## src/rtl/branch_resolve_ctrl.sv

```systemverilog
`default_nettype none
// branch_resolve_ctrl: single-request branch compare sequencer (IDLE -> CMP -> RESP)
// with saturating branch / taken-branch statistics counters.
module branch_resolve_ctrl #(
  parameter int DATA_W = 20,
  parameter int ADDR_W = 16,
  parameter int CNT_W  = 16
) (
  input  logic              clk,
  input  logic              rst_n,
  input  logic              flush,
  input  logic              req_valid,
  output logic              req_ready,
  input  logic [DATA_W-1:0] req_a,
  input  logic [DATA_W-1:0] req_b,
  input  logic              req_be_select,
  input  logic [ADDR_W-1:0] req_target,
  input  logic [ADDR_W-1:0] req_pc_next,
  output logic              res_valid,
  input  logic              res_ready,
  output logic              res_taken,
  output logic [ADDR_W-1:0] res_pc,
  output logic [CNT_W-1:0]  br_count,
  output logic [CNT_W-1:0]  taken_count
);

  typedef enum logic [1:0] {
    IDLE = 2'd0,
    CMP  = 2'd1,
    RESP = 2'd2
  } state_t;

  localparam logic [CNT_W-1:0] CNT_ONE = {{(CNT_W-1){1'b0}}, 1'b1};
  localparam logic [CNT_W-1:0] CNT_MAX = {CNT_W{1'b1}};

  state_t              state_q, state_d;
  logic [DATA_W-1:0]   a_q, b_q;
  logic                be_q;
  logic [ADDR_W-1:0]   target_q, pc_next_q;
  logic                res_taken_q;
  logic [ADDR_W-1:0]   res_pc_q;
  logic [CNT_W-1:0]    br_count_q, taken_count_q;

  logic                accept;
  logic                res_fire;
  logic                cmp_eq;
  logic                cmp_taken;

  assign cmp_eq    = (a_q == b_q);
  assign cmp_taken = be_q ? cmp_eq : ~cmp_eq;
  assign accept    = req_valid & req_ready;

  always_comb begin
    state_d   = state_q;
    req_ready = 1'b0;
    res_fire  = 1'b0;
    case (state_q)
      IDLE: begin
        req_ready = 1'b1;
        if (req_valid) state_d = CMP;
      end
      CMP: state_d = RESP;
      RESP: begin
        req_ready = res_ready;
        if (res_ready) begin
          res_fire = 1'b1;
          state_d  = req_valid ? CMP : IDLE;
        end
      end
      default: state_d = IDLE;
    endcase
    // Flush overrides every handshake: nothing is accepted or retired.
    if (flush) begin
      req_ready = 1'b0;
      res_fire  = 1'b0;
      state_d   = IDLE;
    end
  end

  always_ff @(posedge clk or negedge rst_n) begin
    if (!rst_n) begin
      state_q       <= IDLE;
      a_q           <= '0;
      b_q           <= '0;
      be_q          <= 1'b0;
      target_q      <= '0;
      pc_next_q     <= '0;
      res_taken_q   <= 1'b0;
      res_pc_q      <= '0;
      br_count_q    <= '0;
      taken_count_q <= '0;
    end else begin
      state_q <= state_d;
      if (accept) begin
        a_q       <= req_a;
        b_q       <= req_b;
        be_q      <= req_be_select;
        target_q  <= req_target;
        pc_next_q <= req_pc_next;
      end
      // Result registers move only on a real CMP -> RESP transition.
      if (state_q == CMP && !flush) begin
        res_taken_q <= cmp_taken;
        res_pc_q    <= cmp_taken ? target_q : pc_next_q;
      end
      if (res_fire) begin
        if (br_count_q != CNT_MAX) br_count_q <= br_count_q + CNT_ONE;
        if (res_taken_q && taken_count_q != CNT_MAX)
          taken_count_q <= taken_count_q + CNT_ONE;
      end
    end
  end

  assign res_valid   = (state_q == RESP);
  assign res_taken   = res_taken_q;
  assign res_pc      = res_pc_q;
  assign br_count    = br_count_q;
  assign taken_count = taken_count_q;

endmodule
`default_nettype wire
```

## config.mk

```make
export PLATFORM = sky130hd
export DESIGN_NAME = branch_resolve_ctrl
export DESIGN_NICKNAME = d
export VERILOG_FILES = /design/src/rtl/branch_resolve_ctrl.sv
export SDC_FILE = /design/constraint.sdc
export NUM_CORES = 1
export LEC_CHECK = 0
export CAP_MARGIN = 20
export CORE_UTILIZATION = 40
export CTS_CLUSTER_SIZE = 8
export DETAILED_ROUTE_END_ITERATION = 12
export PLACE_DENSITY = 0.66
export SLEW_MARGIN = 20
export SYNTH_ARGS = -nofsm -noshare
export SYNTH_HDL_FRONTEND = slang
export SYNTH_SLANG_ARGS = --single-unit
```

## constraint.sdc

```tcl
create_clock -name clk -period 3.15 [get_ports clk]
set_clock_uncertainty 0.15 [all_clocks]
set_input_delay 0.4725 -clock clk [delete_from_list [all_inputs] [get_ports clk]]
set_output_delay 0.4725 -clock clk [all_outputs]
set_load 0.005 [all_outputs]
```

==> impl_results.md, run 1 <==
* Status: finished, final reports clean
* Synth cell count leaders: dfrtp_1 (124), mux2_2 (74), nand2_1 (49)
* Die ar. at 0.0153 mm²
* Top-area cell type share of the netlist area at 52.5%
* Layout cells sized above 1 at 20.3%
* GP Congestion at 0.778
* GRT overflow at 0
* Max Cap Viol at 0
* First-pass GRT wire length at 21.0 mm
* # nets final at 706
* Fin crit share at 86.0%
* Sw Pwr at 1.23 mW
* Post-detail-place hpwl at 8.92 mm
* Slew @ Worst Pin at 0.717 ns
* Ys async rst share at 100%
* Logic pwr share at 18.1%
* Max Fclk at 369 MHz
* Port Buffers at 128
* Leading cell type by number of instances after synthesis: dfrtp_1
* Ranking of synthesized cells by area: dfrtp_1 (52%), mux2_2 (14%), xnor2_1 (5.5%)
* Arr. time, crit path at 2.09 ns
* Startpoint types: input pin
* Total Wirelength at 12.9 mm
* Num ports at 129
* Distinct cells, synth at 43
* Worst-Skew Late Latency at 0.42 ns
* Setup CP Type: in2out
* Post-Syn Instances at 495
* Setup TNS at 0 ns
* Drt wl/cell at 15.6 µm
* VDD IR-drop max at 338 µV
* Layout area overhead at 35.9%
* Core Util, Final at 55.5%
* EDFF count, synth at 0
* Die width at 124 µm
* Final min period at 2.71 ns
* Largest net degree at the start of global routing at 68
* Via count at 4,254
* Register area share after synthesis at 52.5%
* DRC violations left at 0
* Sw Ratio at 24.6%
* Starting density of the core at 40.8%
* CTS tree: done
* Worst min path class: reg2reg
* Vias per inst at 5.17
* Post-route design area at 0.00804 mm²
* Critical-path maximum fanout at 2
* PD cells at 623 mW/mm²
* Vias in the first global route at 4,268
* # clock sinks at 124
* Sequential share of power at 41.3%
* Diodes inserted at 0
* Final Setup Violations at 0
* Slew headroom at 52.2%
* Final hold vios at 0
* Avg Inst Size Synth at 11.9 µm²
* Clock network power share at 40.6%
* Core area at 0.0145 mm²
* Worst EP required at 2.53 ns
* Syn_nets at 575
* Initial DRC Count at 157
* DRT antenna net count at 0
* Area post-placement at 0.00741 mm²
* Longest Clk Path Bufs at 2
* RSZ-0062 raised after global routing: no
* Die Y at 124 µm
* Post-synthesis cell area at 0.00591 mm²
* Slew Limit Fails at 0
* CTS Buf Count at 17
* Synth area leader: dfrtp_1
* Root Driver: clkbuf_16
* #FFs+latches synth at 124
* Htree depth at 4
* GRT Resource Usage Total at 18.1%
* Synth Flop Type: dfrtp_1
* Internal at 3.77 mW
* Critical path capture point type: output port
* # rows at 44
* Clk slew on worst S/H paths at 0.05 ns
* Initial antenna violation count at 0
* Leak at 3.43 nW
* DRT Pass-1 Iters at 4
* Yosys warns at 0
## flip-flops by register name, summed over array words and instances, names as in the netlist
name	cells
a_q	20
b_q	20
be_q	1
br_count	16
pc_next_q	16
res_pc	16
res_taken	1
state_q	2
taken_count	16
target_q	16
## timing repair
| item | 4_1_cts | 5_1_grt |
|---|---|---|
| hold buffers | 1 | 0 |
| buffers inserted | 0 | 0 |
| hold endpoints to repair | 42 | 0 |
| resized for setup | 0 | 0 |
## layer usage
metal | routed length (µm) | track usage (%) | vias up | part of all wire, %
met5 | 0 | 0 | - | 0
met4 | 196 | 7.53 | 0 | 1.5
met3 | 613 | 5.31 | 18 | 4.8
met2 | 6320 | 29.0 | 100 | 49
met1 | 5720 | 22.8 | 2105 | 45
li1 | - | - | 2031 | -
## cells by family (layout without fill, tap and decap cells)
group | after synthesis | after routing | synth area share (%)
compound gates | 46 | 46 | 6.79
mux | 75 | 75 | 14.3
flops | 124 | 124 | 52.5
simple gates | 168 | 168 | 16.5
fa+ha+maj | 2 | 2 | 0.423
xor+xnor | 48 | 48 | 7.11
buf+inv | 32 | 176 | 2.33
## placed cells by master, fill, tap and decap left out, types with 3 or more instances in the layout
| cell | Yosys | routed |
|---|---|---|
| clkbuf_16 | 0 | 17 |
| bufinv_16 | 0 | 4 |
| inv_1 | 4 | 4 |
| dfrtp_1 | 124 | 124 |
| nor3b_1 | 17 | 17 |
| and4_1 | 3 | 3 |
| and3_1 | 21 | 21 |
| nand3_1 | 24 | 24 |
| mux2_2 | 74 | 74 |
| xnor2_1 | 37 | 37 |
| xor2_1 | 11 | 11 |
| nand2b_1 | 18 | 18 |
| and2_1 | 3 | 3 |
| o211ai_1 | 16 | 16 |
| nand4_1 | 11 | 11 |
| buf_4 | 0 | 11 |
| clkinv_2 | 0 | 4 |
| nor2_1 | 10 | 8 |
| clkdlybuf4s50_1 | 0 | 127 |
| a221o_1 | 16 | 16 |
| nand2_1 | 49 | 48 |
| clkinvlp_4 | 0 | 4 |
## path summary, 6_finish.rpt
path	start	end	slack, ns	depth (start not counted)
setup / recovery	res_ready	req_ready	0.44	4
hold / removal	res_pc[3]	res_pc[3]	0.32	2
setup reg to reg	state_q[1]	res_pc[14]	1.06	6
hold reg to reg	res_pc[3]	res_pc[3]	0.32	2
max in group asynchronous	rst_n	target_q[10]	1.67	3
min in group asynchronous	rst_n	taken_count[10]	0.47	2
## worst max-delay path, stage by stage
cell and delay (ns):
clkdlybuf4s50_1 0.55, inv_1 0.09, a211oi_2 0.40, clkdlybuf4s50_1 0.58
## metrics by stage
step / power, mW / cells / hold slack, ns / setup slack (ns)
global route: 5.26 / 823 / 0.349 / 0.367
detailed placement: 3.01 / 790 / 0.320 / 0.425
CTS: 5.08 / 823 / 0.332 / 0.409
global placement: 2.97 / 790 / 0.313 / 0.407
floorplan: 2.54 / 495 / 0.0269 / 1.30
finish: 5.01 / 823 / 0.324 / 0.442
## cell type report
| class | count | area (µm²) |
|---|---|---|
| fill | 1242 | 6440 |
| sequential | 124 | 3100 |
| multi-input combinational | 339 | 2690 |
| timing repair buffer | 140 | 1380 |
| clock buffer | 20 | 447 |
| tap | 184 | 230 |
| clock inverter | 12 | 170 |
| inverter | 4 | 15.0 |
## power by group through the flow
stage          sequential (mW)  clock [mW]  combinational, mW
2_1_floorplan             2.05           0              0.490
3_3_place_gp              2.08           0              0.892
3_5_place_dp              2.09           0              0.920
4_1_cts                   2.07        2.09              0.925
5_1_grt                   2.11        2.15              0.996
6_report                  2.07        2.03              0.908
Power figures use the tool's default switching activity.
==> run 2, diff against run 1 <==
Settings changed: CAP_MARGIN 20 to unset.
==> results of run 2 <==
The final DEF is identical to that of run 1; final timing and power are the same.
==> run 3, diff against run 2 <==
Settings changed: CORE_UTILIZATION 40 to 46, PLACE_DENSITY 0.66 to 0.74.
==> run 3 against run 2 <==
Effect of this change: the flow now finishes with violations (negative hold slack); critical path depth unchanged; first-iteration DRC count up 63%; final area down 0.26%; flip-flop and latch count unchanged; power up 0.48%; non-clock buffer count down 5; sequential share of layout area up 0.10 points; largest power group unchanged.
==> impl_results.md, run 3 (synthesized netlist as in run 1, its figures left out) <==
* Status: finished, violations left
* Violated checks: negative hold slack
* CTS tree: done
* Die width at 115 µm (-6.6%)
* Slew headroom at 27.2% (-25 points)
* GRT overflow at 0 (unchanged)
* Die Y at 115 µm (-6.6%)
* Drt wl/cell at 15.8 µm (+1.0%)
* Total Wirelength at 12.7 mm (-1.1%)
* Largest net degree at the start of global routing at 67 (-1.5%)
* # clock sinks at 124 (unchanged)
* Arr. time, crit path at 1.97 ns (-0.12 ns)
* DRT Pass-1 Iters at 4 (unchanged)
* Htree depth at 4 (unchanged)
* CTS Buf Count at 17 (unchanged)
* Starting density of the core at 47.1% (+6.2 points)
* # rows at 41 (-6.8%)
* Core area at 0.0126 mm² (-13%)
* Final hold vios at 3 (+3)
* Vias in the first global route at 4,351 (+1.9%)
* Longest Clk Path Bufs at 2 (unchanged)
* Most common cell after layout, fill and taps aside: clkdlybuf4s50_1
* Area post-placement at 0.00739 mm² (-0.30%)
* Logic pwr share at 18.0% (about the same)
* Via count at 4,280 (+0.61%)
* Worst-Skew Late Latency at 0.42 ns (about the same)
* Core Util, Final at 63.8% (+8.3 points)
* Startpoint types: input pin
* Final Worst Setup Slack at 0.562 ns (+0.120 ns)
* DRC violations left at 0 (unchanged)
* GP Congestion at 0.769 (-1.2%)
* Root Driver: clkbuf_16
* GRT Resource Usage Total at 20.9% (+2.8 points)
* Clk slew on worst S/H paths at 0.05 ns (about the same)
* Critical-path maximum fanout at 2 (unchanged)
* Clock network power share at 40.9% (+0.3 points)
* Worst path buffer plus inverter count at 3 (unchanged)
* Final min period at 2.59 ns (-0.120 ns)
* First-pass GRT wire length at 21.0 mm (about the same)
* Fillers at 1,005 (-19%)
* Post_cts resized at 0 (unchanged)
* Setup CP Type: in2out
* Die ar. at 0.0133 mm² (-13%)
* Slew @ Worst Pin at 1.09 ns (+0.371 ns)
* CP max stage cell: clkdlybuf4s50_1
* Biggest regs: a_q (20), b_q (20)
* Fin crit share at 82.1% (-3.8 points)
* Cell Chain, Critical Path: clkdlybuf4s50_1 -> inv_1 -> a211oi_2 -> clkdlybuf4s50_1
* Layout area overhead at 35.5%
* Sequential share of power at 41.1% (-0.2 points)
* Internal at 3.80 mW (+0.67%)
* Initial antenna violation count at 0 (unchanged)
* Setup TNS at 0 ns (unchanged)
* Post-route design area at 0.00801 mm² (-0.26%)
* Diodes inserted at 0 (unchanged)
* WHS at -0.00504 ns (-0.329 ns)
* # nets final at 701 (-0.71%)
* Slew Limit Fails at 0 (unchanged)
* Post-CTS Setup Inserts at 0 (unchanged)
* Max Cap Viol at 0 (unchanged)
* Slowest stage delay, CP at 0.56 ns (-0.02 ns)
* Vias per inst at 5.31 (+2.7%)
* CP delay by family, top: buffers and inverters
* Overall power at 5.03 mW (+0.48%)
* CTS Hold Buffers Added at 0 (-1)
* PD cells at 628 mW/mm² (+0.75%)
* Max Fclk at 386 MHz (+4.6%)
* Sw Ratio at 24.5% (-0.14 points)
* Port Buffers at 128 (unchanged)
* RSZ-0062 raised after global routing: no
* Initial DRC Count at 256 (+63%)
* Post-detail-place hpwl at 8.76 mm (-1.7%)
* Leak at 3.42 nW (-0.28%)
* Sw Pwr at 1.23 mW (-0.10%)
* Num ports at 129 (unchanged)
* Commonest non-fill, non-tap cells in the layout: clkdlybuf4s50_1 (127), dfrtp_1 (124), mux2_2 (74)
* Placed Instances at 774 (-2.0%)
* Worst min path class: in2async
* Final Setup Violations at 0 (unchanged)
* VDD IR-drop max at 368 µV (+9.0%)
* Worst EP required at 2.53 ns (about the same)
* Critical path capture point type: output port
* Pre-CTS setup slack at 0.558 ns (+0.133 ns)
* DRT antenna net count at 0 (unchanged)
* Layout cells sized above 1 at 19.6% (-0.79 points)
* Most common cell on crit path: clkdlybuf4s50_1
* Finished Layout Cells at 806 (-2.1%)
[run 3: final cells by class]
type	instances	area, µm²	area share [%]
Clock buffer	22	464	5.79
Clock inverter	10	164	2.05
Multi-Input combinational cell	339	2680	33.5
Timing Repair Buffer	135	1370	17.1
Inverter	4	15.0	0.187
Sequential cell	124	3100	38.7
Tap cell	172	215	2.69
[run 3: path summary, 6_finish.rpt]
kind | slack, ns | startpoint | cells after the start | endpoint
hold / removal | -0.005 | rst_n | 1 | taken_count[10]
setup reg to reg | 0.80 | b_q[5] | 6 | res_pc[13]
min in group clk | 0.33 | res_pc[2] | 2 | res_pc[2]
hold reg to reg | 0.33 | res_pc[2] | 2 | res_pc[2]
setup / recovery | 0.56 | res_ready | 4 | req_ready
max in group asynchronous | 2.10 | rst_n | 2 | target_q[2]
[run 3: power by group through the flow]
stage / registers [mW] / logic (mW) / clock network (mW)
after CTS: 2.07 / 0.923 / 2.10
after floorplan: 2.05 / 0.490 / 0
after global placement: 2.07 / 0.888 / 0
after detailed placement: 2.09 / 0.916 / 0
after global routing: 2.10 / 0.996 / 2.17
final: 2.07 / 0.907 / 2.06
[run 3: metal layers]
metal	vias to the layer above	track usage (%)	wire [µm]
li1	2026	-	-
met1	2111	24.0	5200
met2	117	34.7	6290
met3	26	8.12	936
met4	0	9.26	289
met5	-	0	0
